===== config.mk =====
export PLATFORM = sky130hd
export DESIGN_NAME = keypad_seq_detector_flat
export DESIGN_NICKNAME = d
export VERILOG_FILES = /design/src/rtl/keypad_seq_detector_pkg.sv /design/src/rtl/keypad_seq_detector_if.sv /design/src/rtl/keypad_seq_detector_key_encoder.sv /design/src/rtl/keypad_seq_detector.sv /design/src/flat_wrapper.sv
export SDC_FILE = /design/constraint.sdc
export NUM_CORES = 1
export LEC_CHECK = 0
export ABC_AREA = 1
export BUFFER_PORTS_ARGS = -buffer_cell sky130_fd_sc_hd__buf_2
export CELL_PAD_IN_SITES_DETAIL_PLACEMENT = 1
export CELL_PAD_IN_SITES_GLOBAL_PLACEMENT = 1
export CORE_MARGIN = 8
export CORE_UTILIZATION = 44
export DETAILED_ROUTE_END_ITERATION = 7
export PLACE_DENSITY = 0.81
export SLEW_MARGIN = 15
export SYNTH_ARGS = -nofsm -noshare
export SYNTH_HDL_FRONTEND = slang
export SYNTH_HIERARCHICAL = 1
export SYNTH_SLANG_ARGS = --single-unit
export TNS_END_PERCENT = 20

===== constraint.sdc =====
create_clock -name hwclk -period 3.3 [get_ports hwclk]
set_clock_uncertainty 0.2 [all_clocks]
set_input_delay 0.66 -clock hwclk [delete_from_list [all_inputs] [get_ports hwclk]]
set_output_delay 0.66 -clock hwclk [all_outputs]
set_load 0.05 [all_outputs]

===== src/rtl/keypad_seq_detector_pkg.sv =====
// Shared constants and helpers for the keypad code detector.
// Holds the hwclk rate, the unlock-flag state encoding and a constant log2 helper.
package keypad_pkg;

    localparam int   HWCLK_HZ = 12000000;

    localparam logic LOCKED   = 1'b0;
    localparam logic UNLOCKED = 1'b1;

    typedef enum logic {
        ST_LOCKED   = LOCKED,
        ST_UNLOCKED = UNLOCKED
    } unlock_state_t;

    // Ceiling log2; clog2(1) is 0, matching $clog2.
    function automatic int clog2(input int value);
        int result;
        result = 0;
        while ((1 << result) < value) begin
            result = result + 1;
        end
        return result;
    endfunction

endpackage


===== src/rtl/keypad_seq_detector_if.sv =====
// Keypad detector signal bundle: debounced presses, target code and relock in,
// match/unlock/error status out.
interface keypad_seq_detector_if
    import keypad_pkg::*;
#(
    parameter int NUM_KEYS = 4,
    parameter int SEQ_LEN  = 4,
    parameter int KEY_W    = $clog2(NUM_KEYS),
    parameter int PROG_W   = clog2(SEQ_LEN + 1)
);
    logic [NUM_KEYS-1:0]      press;
    logic [SEQ_LEN*KEY_W-1:0] code;
    logic                     relock;
    logic                     match;
    logic                     unlocked;
    logic                     err;
    logic [PROG_W-1:0]        progress;
    logic [KEY_W-1:0]         last_key;

    modport master (
        output press, code, relock,
        input  match, unlocked, err, progress, last_key
    );

    modport slave (
        input  press, code, relock,
        output match, unlocked, err, progress, last_key
    );
endinterface


===== src/rtl/keypad_seq_detector_key_encoder.sv =====
// One-hot press vector to key index, with single-key and chord classification.
module key_encoder
#(
    parameter int NUM_KEYS = 4,
    parameter int KEY_W    = $clog2(NUM_KEYS)
) (
    input  logic [NUM_KEYS-1:0] i_onehot,
    output logic [KEY_W-1:0]    o_index,
    output logic                o_valid,
    output logic                o_multi
);
    logic [NUM_KEYS-1:0] w_low_cleared;

    // Clearing the lowest set bit leaves something only when two or more bits were set.
    assign w_low_cleared = i_onehot & (i_onehot - NUM_KEYS'(1));
    assign o_multi       = |w_low_cleared;
    assign o_valid       = (|i_onehot) & ~o_multi;

    always_comb begin
        o_index = '0;
        for (int i = 0; i < NUM_KEYS; i++) begin
            if (i_onehot[i]) begin
                o_index = KEY_W'(i);
            end
        end
    end
endmodule


===== src/rtl/keypad_seq_detector.sv =====
// Overlap-aware programmable keypad code detector with inactivity timeout,
// chord rejection and latched or pulsed unlock indication.
module keypad_seq_detector
    import keypad_pkg::*;
#(
    parameter int NUM_KEYS       = 4,
    parameter int SEQ_LEN        = 4,
    parameter int KEY_W          = $clog2(NUM_KEYS),
    parameter int TIMEOUT_CYCLES = 2 * HWCLK_HZ,
    parameter bit LATCH_UNLOCK   = 1'b1
) (
    input  logic                 hwclk,
    input  logic                 rst,
    keypad_seq_detector_if.slave io_kp
);
    localparam int                PROG_W    = clog2(SEQ_LEN + 1);
    localparam int                CNT_W     = (TIMEOUT_CYCLES > 1) ? clog2(TIMEOUT_CYCLES) : 1;
    localparam logic [CNT_W-1:0]  IDLE_MAX  = CNT_W'((TIMEOUT_CYCLES > 0) ? TIMEOUT_CYCLES - 1 : 0);
    localparam logic [PROG_W-1:0] PROG_FULL = PROG_W'(SEQ_LEN);

    logic [KEY_W-1:0]                w_key_idx;
    logic                            w_key_valid;
    logic                            w_key_multi;
    logic                            w_key_ok;
    logic                            w_chord;
    logic                            w_code_eq;
    logic                            w_hit;
    logic                            w_timeout;
    logic [SEQ_LEN-1:0][KEY_W-1:0]   w_shift;
    logic [PROG_W-1:0]               w_prog_inc;

    logic [SEQ_LEN-1:0][KEY_W-1:0]   r_hist;
    logic [PROG_W-1:0]               r_prog;
    logic [CNT_W-1:0]                r_idle;
    logic [KEY_W-1:0]                r_last_key;
    logic                            r_match;
    logic                            r_err;
    unlock_state_t                   r_state;
    unlock_state_t                   w_state_nxt;

    key_encoder #(
        .NUM_KEYS (NUM_KEYS),
        .KEY_W    (KEY_W)
    ) u_key_encoder (
        .i_onehot (io_kp.press),
        .o_index  (w_key_idx),
        .o_valid  (w_key_valid),
        .o_multi  (w_key_multi)
    );

    // relock drops any press in the same cycle.
    assign w_key_ok   = w_key_valid & ~io_kp.relock;
    assign w_chord    = w_key_multi & ~io_kp.relock;
    assign w_prog_inc = (r_prog == PROG_FULL) ? r_prog : r_prog + PROG_W'(1);
    assign w_hit      = w_key_ok && (w_prog_inc == PROG_FULL) && w_code_eq;
    assign w_timeout  = (TIMEOUT_CYCLES > 0) && (r_prog != '0) && (r_idle == IDLE_MAX);

    // Slot 0 of the history is the newest key, so it lines up with the last code entry.
    always_comb begin
        w_shift    = '0;
        w_shift[0] = w_key_idx;
        for (int j = 1; j < SEQ_LEN; j++) begin
            w_shift[j] = r_hist[j-1];
        end
        w_code_eq = 1'b1;
        for (int j = 0; j < SEQ_LEN; j++) begin
            if (w_shift[j] != io_kp.code[(SEQ_LEN-1-j)*KEY_W +: KEY_W]) begin
                w_code_eq = 1'b0;
            end
        end
    end

    always_ff @(posedge hwclk) begin
        if (rst) begin
            r_hist     <= '0;
            r_prog     <= '0;
            r_idle     <= '0;
            r_last_key <= '0;
            r_match    <= 1'b0;
            r_err      <= 1'b0;
        end else begin
            r_match <= w_hit;
            r_err   <= w_chord;
            if (io_kp.relock || w_chord) begin
                r_hist <= '0;
                r_prog <= '0;
                r_idle <= '0;
            end else if (w_key_ok) begin
                r_hist     <= w_shift;
                r_prog     <= w_prog_inc;
                r_last_key <= w_key_idx;
                r_idle     <= '0;
            end else if (w_timeout) begin
                r_hist <= '0;
                r_prog <= '0;
                r_idle <= '0;
            end else if ((TIMEOUT_CYCLES > 0) && (r_prog != '0)) begin
                r_idle <= r_idle + CNT_W'(1);
            end else begin
                r_idle <= '0;
            end
        end
    end

    always_ff @(posedge hwclk) begin
        if (rst) begin
            r_state <= ST_LOCKED;
        end else begin
            r_state <= w_state_nxt;
        end
    end

    always_comb begin
        w_state_nxt = r_state;
        case (r_state)
            ST_LOCKED:   if (w_hit && LATCH_UNLOCK) w_state_nxt = ST_UNLOCKED;
            ST_UNLOCKED: if (io_kp.relock) w_state_nxt = ST_LOCKED;
            default:     w_state_nxt = ST_LOCKED;
        endcase
    end

    assign io_kp.match    = r_match;
    assign io_kp.err      = r_err;
    assign io_kp.progress = r_prog;
    assign io_kp.last_key = r_last_key;
    assign io_kp.unlocked = LATCH_UNLOCK ? (r_state == ST_UNLOCKED) : r_match;
endmodule


===== src/flat_wrapper.sv =====
// flat-port wrapper written by rule: the top's interface ports become plain ports
module keypad_seq_detector_flat import keypad_pkg::*;
#(
    parameter int NUM_KEYS       = 4,
    parameter int SEQ_LEN        = 4,
    parameter int KEY_W          = $clog2(NUM_KEYS),
    parameter int TIMEOUT_CYCLES = 2 * HWCLK_HZ,
    parameter bit LATCH_UNLOCK   = 1'b1
)
  (hwclk, rst, io_kp_press, io_kp_code, io_kp_relock, io_kp_match, io_kp_unlocked, io_kp_err, io_kp_progress, io_kp_last_key);
  keypad_seq_detector_if #(.NUM_KEYS(NUM_KEYS), .SEQ_LEN(SEQ_LEN), .KEY_W(KEY_W)) io_kp_i ();
  input  logic hwclk;
  input  logic rst;
  input wire logic [$bits(io_kp_i.press)-1:0] io_kp_press;
  input wire logic [$bits(io_kp_i.code)-1:0] io_kp_code;
  input wire logic [$bits(io_kp_i.relock)-1:0] io_kp_relock;
  output wire logic [$bits(io_kp_i.match)-1:0] io_kp_match;
  output wire logic [$bits(io_kp_i.unlocked)-1:0] io_kp_unlocked;
  output wire logic [$bits(io_kp_i.err)-1:0] io_kp_err;
  output wire logic [$bits(io_kp_i.progress)-1:0] io_kp_progress;
  output wire logic [$bits(io_kp_i.last_key)-1:0] io_kp_last_key;
  assign io_kp_i.press = io_kp_press;
  assign io_kp_i.code = io_kp_code;
  assign io_kp_i.relock = io_kp_relock;
  assign io_kp_match = io_kp_i.match;
  assign io_kp_unlocked = io_kp_i.unlocked;
  assign io_kp_err = io_kp_i.err;
  assign io_kp_progress = io_kp_i.progress;
  assign io_kp_last_key = io_kp_i.last_key;
  keypad_seq_detector #(.NUM_KEYS(NUM_KEYS), .SEQ_LEN(SEQ_LEN), .KEY_W(KEY_W), .TIMEOUT_CYCLES(TIMEOUT_CYCLES), .LATCH_UNLOCK(LATCH_UNLOCK)) u_core (.hwclk(hwclk), .rst(rst), .io_kp(io_kp_i));
endmodule

==> flow_metrics.env, run 1 <==
export IMPL_rsz0062_at_grt="no"
export IMPL_worst_hold_startpoint="u_core/io_kp.unlocked$_SDFF_PP0_"
export IMPL_accumulated_negative_setup_slack_ns=0
export IMPL_yosys_mux_area_fraction_pct=0
export IMPL_cts_hold_buffers=0
export IMPL_pleak_nw=0.832
export IMPL_avgRoutedWirePerCell_um=13.0
export IMPL_detail_route_first_pass_iterations=4
export IMPL_layout_cells_non_filler=411
export IMPL_synthesis_area_per_instance_um2=6.88
export IMPL_synthDistinctLibCells=28
export IMPL_r2r_start="u_core/io_kp.progress[0]$_SDFFE_PP0P_"
export IMPL_synthXorXnorAreaFrac_pct=5.64
export IMPL_min_period_over_period_pct=66.3
export IMPL_ys_dominant_reg_cell="sky130_fd_sc_hd__dfxtp_1"
export IMPL_ys_ff_latch=39
export IMPL_required_time_of_the_critical_path_ns=3.26
export IMPL_min_to="u_core/io_kp.unlocked$_SDFF_PP0_"
export IMPL_grt_total_usage_pct=15.7
export IMPL_finalMaxSlewViolations=0
export IMPL_min_delay_path_depth=2
export IMPL_via_count=1995
export IMPL_startpoint_type="primary input"
export IMPL_synth_largest_area_cell="sky130_fd_sc_hd__dfxtp_1"
export IMPL_ctsLongestPathBuffers=2
export IMPL_synth_compound_area_share_pct=7.65
export IMPL_yosysMostFrequentCell="sky130_fd_sc_hd__nand2_1"
export IMPL_timing_fmax_mhz=457
export IMPL_max_slew_worst_pin_slew_ns=0.447
export IMPL_timing_critical_path_to_type="flop"
export IMPL_total_placed_cells_including_tap_cells=403
export IMPL_r2r_end="u_core/r_idle[14]$_SDFF_PP0_"
export IMPL_final_wl_um=5350
export IMPL_antenna_found_initial=0
export IMPL_outcome="completed"
export IMPL_core_rowCount=25
export IMPL_antenna_cells=0
export IMPL_synth_top_family_by_area="simple AND/OR/NAND/NOR gates"
export IMPL_crit_type="in -> reg"
export IMPL_die_h_um=86.3
export IMPL_drive_gt1_share_pct=19.8
export IMPL_synth_async_sr_flop_share_pct=0
export IMPL_report_power_total_w=0.000846
export IMPL_ctsResizeCount=0
export IMPL_power_density_cell_area_nw_per_um2=350
export IMPL_synthesis_instances=316
export IMPL_hold_path_class="reg -> reg"
export IMPL_io_pin_count=23
export IMPL_synth_yosys_seq_area_share_pct=35.9
export IMPL_area_delta_synth_final_pct=11.1
export IMPL_finalWorstPathRequiredPeriod_ns=2.19
export IMPL_grt_remaining_overflow=0
export IMPL_hold_viol=0
export IMPL_synth_cells_most_frequent="sky130_fd_sc_hd__nand2_1, sky130_fd_sc_hd__nor2_1, sky130_fd_sc_hd__dfxtp_1, sky130_fd_sc_hd__inv_1, sky130_fd_sc_hd__nor2_2"
export IMPL_via_count_of_the_first_global_routing_pass=2093
export IMPL_hpwlAfterDp_um=4130
export IMPL_area_of_the_die_um2=7450
export IMPL_critPathMaxFanout=25
export IMPL_clock_root_buffer="sky130_fd_sc_hd__clkbuf_8"
export IMPL_buffer_ports_inserted=22
export IMPL_ff2ff_path_depth=10
export IMPL_ant_nets=0
export IMPL_synth_simple_area_share_pct=40.8
export IMPL_ctsHtreeMaxLevel=2
export IMPL_synth_edf_count=0
export IMPL_synth_top_cells_by_area="sky130_fd_sc_hd__dfxtp_1, sky130_fd_sc_hd__nand2_1, sky130_fd_sc_hd__nor2_1, sky130_fd_sc_hd__nor2_2, sky130_fd_sc_hd__inv_1"
export IMPL_post_cts_setup_buffer_count=0
export IMPL_ys_warnings_count=6
export IMPL_cts_made_buffers=5
export IMPL_final_nets=361
export IMPL_remaining_drc_errors=0
export IMPL_tritoncts="done"
export IMPL_report_final_setup_viol=0
export IMPL_irDropWorstVdd_mv=0.182
export IMPL_first_iter_violations=57
export IMPL_relSlewSlack_pct=70.2
export IMPL_syn_cell_area_um2=2170
export IMPL_worst_r2r_setup_slack_ns=1.29
export IMPL_initial_utilization_pct=45.7
export IMPL_adder_cell_fraction_of_synth_area_pct=1.73
export IMPL_cts_clk_slew_worst_paths_ns=0.08
export IMPL_die_w_um=86.3
export IMPL_cts_sink_count=39
export IMPL_synthDominantCellAreaShare_pct=35.9
export IMPL_core_area_um2=4750
export IMPL_vias_per_cell=4.85
export IMPL_final_weighted_congestion_in_routability_driven_placement=0.779
export IMPL_clock_latency_at_the_later_pin_of_the_worst_skew_pair_ns=0.29
export IMPL_drv_max_cap_violation_count=0
export IMPL_syn_num_nets=334
export IMPL_arrival_ns=2.14
export IMPL_first_pass_grt_wire_length_um=9450
export IMPL_grt_start_max_net_pins=26
[critical path: stages]
cell and delay (ns):
sky130_fd_sc_hd__buf_2 0.11, sky130_fd_sc_hd__nor2_2 0.13, sky130_fd_sc_hd__nand2_1 0.07, sky130_fd_sc_hd__nand2_1 0.08, sky130_fd_sc_hd__nand2_1 0.06, sky130_fd_sc_hd__inv_1 0.05, sky130_fd_sc_hd__inv_1 0.03, sky130_fd_sc_hd__nor2_1 0.27
sky130_fd_sc_hd__inv_2 0.19, sky130_fd_sc_hd__nand3_4 0.39, sky130_fd_sc_hd__a21oi_1 0.08
[power breakdown]
group / switching, W / internal (W)
Clock: 0.000176 / 0.000148
Combinational: 0.0000321 / 0.0000167
Sequential: 0.000000991 / 0.000472
[final cells by class]
cell class                      instances  area [um^2]
Multi-Input combinational cell        238         1210
Timing Repair Buffer                   23          118
Clock buffer                            6         72.6
Sequential cell                        39          781
Inverter                               36          135
Tap cell                               67         83.8
Clock inverter                          2         12.5
Fill cell                             669         2340
[worst max-delay path by stage]
stage | start | to | slack, ns | cells after the start
after floorplan | u_core/io_kp.progress[0]$_SDFFE_PP0P_ | u_core/r_idle[12]$_SDFF_PP0_ | 1.21 | 11
after global placement | io_kp_press[1] | u_core/r_idle[21]$_SDFF_PP0_ | 0.88 | 10
after detailed placement | io_kp_press[2] | u_core/r_idle[22]$_SDFF_PP0_ | 0.79 | 10
after CTS | io_kp_press[2] | u_core/r_idle[22]$_SDFF_PP0_ | 1.09 | 11
after global routing | io_kp_press[1] | u_core/io_kp.unlocked$_SDFF_PP0_ | 0.87 | 14
final | io_kp_press[2] | u_core/r_idle[14]$_SDFF_PP0_ | 1.11 | 11
[through the flow]
step	hold WS [ns]	area, um^2	util (%)	worst slack [ns]
floorplan	0.239	2170	-	1.21
global placement	0.251	2330	49.0	0.876
detailed placement	0.263	2330	49.0	0.787
CTS	0.276	2420	50.8	1.09
global route	0.297	2420	50.8	0.866
finish	0.272	2420	50.8	1.11
[placed cells by master (no fill, tap or decap), drive strengths merged]
cell type / instances
clkbuf: 6
dfxtp: 39
o21ai: 7
nor2: 66
inv: 36
xnor2: 7
clkinv: 1
xor2: 7
nand4: 2
o21bai: 2
and2: 2
nor3: 2
or2: 3
nand3b: 2
a21oi: 21
clkinvlp: 1
ha: 3
nand2: 90
buf: 23
nand3: 24
[flip-flops by register name, indices dropped and copies added (netlist names)]
name and count:
u_core/r_idle 25, u_core/r_hist 6, u_core/io_kp.progress 3, u_core/io_kp.last_key 2
u_core/io_kp.err 1, u_core/io_kp.match 1, u_core/io_kp.unlocked 1
[metal layers]
metal	up-vias	track usage (%)	wire [um]
li1	1032	-	-
met1	938	18.3	2510
met2	23	27.4	2630
met3	2	4.25	183
met4	0	4.23	30
met5	-	0	0
[logic make-up (layout without fill, tap and decap cells)]
kind of cell	Yosys count	count (layout)
DFF	39	39
AOI/OAI and AO/OA	30	30
buffers and inverters	39	67
adders and majority gates	3	3
and+or+nand+nor	191	191
xor gates and xnor gates	14	14
No activity file was read; power rests on OpenSTA's default activity.
==> inputs of run 2 (changes only) <==
- CORE_UTILIZATION: 44 -> 42
- PLACE_DENSITY: 0.81 -> 0.78
- clock period: 3.3 -> 2.2 ns (I/O delays scaled with it)
==> flow_metrics.env, run 2 (synthesis results as in run 1) <==
export IMPL_vias_per_cell=4.77
export IMPL_ff2ff_path_depth=8
export IMPL_critical_path_cell_by_cell="ha_1 > nand3_2 > inv_1 > nand2_2 > nor2_4 > nand2_4 > nand3_4 > a21oi_1"
export IMPL_relSlewSlack_pct=71.5
export IMPL_finalWorstPathRequiredPeriod_ns=1.98
export IMPL_startpoint_type="flop"
export IMPL_grt_start_max_net_pins=26
export IMPL_stdcell_area_um2=2430
export IMPL_area_delta_synth_final_pct=12.0
export IMPL_timing_critical_path_slowest_cell_delay_ns=0.36
export IMPL_final_weighted_congestion_in_routability_driven_placement=0.759
export IMPL_via_count=1983
export IMPL_drv_max_cap_violation_count=0
export IMPL_crit_type="reg -> reg"
export IMPL_antenna_found_initial=0
export IMPL_post_cts_setup_buffer_count=0
export IMPL_min_delay_path_depth=2
export IMPL_finish_utilization_pct=48.3
export IMPL_ctsHtreeMaxLevel=2
export IMPL_pleak_nw=0.841
export IMPL_timing_fmax_mhz=505
export IMPL_via_count_of_the_first_global_routing_pass=2123
export IMPL_tritoncts="done"
export IMPL_die_w_um=88.0
export IMPL_dpl_instance_area_um2=2350
export IMPL_min_to="u_core/io_kp.match$_SDFF_PP0_"
export IMPL_buffer_ports_inserted=22
export IMPL_top_register="u_core/r_idle"
export IMPL_hold_path_class="in -> reg"
export IMPL_final_cell_mix="sky130_fd_sc_hd__nand2_1, sky130_fd_sc_hd__nor2_1, sky130_fd_sc_hd__dfxtp_1"
export IMPL_ctsResizeCount=0
export IMPL_hpwlAfterDp_um=4080
export IMPL_cts_hold_buffers=0
export IMPL_timing_critical_path_to_type="flop"
export IMPL_critical_path_top_delay_family="simple AND/OR/NAND/NOR gates"
export IMPL_fin_hold_ws_ns=0.159
export IMPL_layout_cells_non_filler=416
export IMPL_total_placed_cells_including_tap_cells=408
export IMPL_worstSetupPathDepth=8
export IMPL_remaining_drc_errors=0
export IMPL_io_pin_count=23
export IMPL_avgRoutedWirePerCell_um=12.5
export IMPL_worst_r2r_setup_slack_ns=0.22
export IMPL_critPathMaxFanout=25
export IMPL_initial_utilization_pct=43.1
export IMPL_timing_critical_path_slowest_stage_cell="sky130_fd_sc_hd__dfxtp_1"
export IMPL_hold_viol=0
export IMPL_cts_made_buffers=5
export IMPL_ctsLongestPathBuffers=2
export IMPL_die_h_um=88.0
export IMPL_crit_buf_inv=1
export IMPL_drive_gt1_share_pct=20.2
export IMPL_largest_register_ffs=25
export IMPL_accumulated_negative_setup_slack_ns=0
export IMPL_grt_remaining_overflow=0
export IMPL_detail_route_first_pass_iterations=4
export IMPL_report_final_setup_viol=0
export IMPL_outcome="completed"
export IMPL_power_density_cell_area_nw_per_um2=521
export IMPL_cts_sink_count=39
export IMPL_required_time_of_the_critical_path_ns=2.22
export IMPL_area_of_the_die_um2=7740
export IMPL_r2r_end="u_core/r_idle[13]$_SDFF_PP0_"
export IMPL_max_slew_worst_pin_slew_ns=0.428
export IMPL_worst_hold_startpoint="rst"
export IMPL_ant_nets=0
export IMPL_rsz0062_at_grt="no"
export IMPL_r2r_start="u_core/r_idle[0]$_SDFF_PP0_"
export IMPL_cts_clk_slew_worst_paths_ns=0.08
export IMPL_clock_latency_at_the_later_pin_of_the_worst_skew_pair_ns=0.30
export IMPL_arrival_ns=2.00
export IMPL_min_period_over_period_pct=90.0
export IMPL_finalMaxSlewViolations=0
export IMPL_final_wl_um=5180
export IMPL_grt_total_usage_pct=15.2
export IMPL_irDropWorstVdd_mv=0.240
export IMPL_final_nets=363
export IMPL_antenna_cells=0
export IMPL_clock_root_buffer="sky130_fd_sc_hd__clkbuf_8"
export IMPL_core_area_um2=5040
export IMPL_mostFrequentLayoutCell="sky130_fd_sc_hd__nand2_1"
export IMPL_first_iter_violations=61
export IMPL_core_rowCount=26
export IMPL_first_pass_grt_wire_length_um=9150
==> run 2: changes by cell type in the layout (fill, tap and decap cells not counted) <==
cell	before	now
sky130_fd_sc_hd__buf_4	1	3
==> run 2: layer usage <==
| metal | track usage, % | up-vias | wire [um] |
|---|---|---|---|
| met5 | 0 | - | 0 |
| met4 | 4.69 | 0 | 63 |
| met3 | 4.88 | 6 | 156 |
| met2 | 27.2 | 20 | 2610 |
| met1 | 16.4 | 919 | 2350 |
| li1 | - | 1038 | - |
==> run 2: report_power, final <==
group          internal, W  switching [W]  leakage (nW)  total [W]
Combinational    0.0000273      0.0000475         0.486  0.0000748
Sequential        0.000707     0.00000122         0.314   0.000709
Clock             0.000222       0.000263        0.0412   0.000485
==> run 2: worst reg2reg max path: cells and delay by family, from the launching register on <==
family	cells	cell delay, ns
fa+ha+maj	1	0.25
flops	1	0.36
compound gates	1	0.25
simple gates	5	0.80
buf+inv	1	0.06
==> run 2: layout make-up <==
cell class	instances	area [um^2]
fill	701	2610
multi-input combinational	238	1210
clock inverter	2	12.5
tap	70	87.6
clock buffer	6	72.6
inverter	36	135
timing repair buffer	25	133
sequential	39	781
==> run 2: through the flow <==
step                      power [W]  setup WS (ns)
after global placement     0.000800          0.141
final                       0.00127          0.219
after global routing        0.00133         0.0606
after floorplan            0.000769          0.112
after detailed placement   0.000801         0.0332
after CTS                   0.00129          0.187
==> run 2: worst max-delay path by stage <==
stage,startpoint,endpoint,slack [ns]
global placement,io_kp_press[1],u_core/r_idle[21]$_SDFF_PP0_,0.14
global route,u_core/io_kp.progress[0]$_SDFFE_PP0P_,u_core/r_idle[14]$_SDFF_PP0_,0.06
detailed placement,io_kp_press[2],u_core/r_idle[13]$_SDFF_PP0_,0.03
CTS,u_core/r_idle[0]$_SDFF_PP0_,u_core/r_idle[21]$_SDFF_PP0_,0.19
finish,u_core/r_idle[0]$_SDFF_PP0_,u_core/r_idle[13]$_SDFF_PP0_,0.22
floorplan,u_core/io_kp.progress[0]$_SDFFE_PP0P_,u_core/r_idle[15]$_SDFF_PP0_,0.11
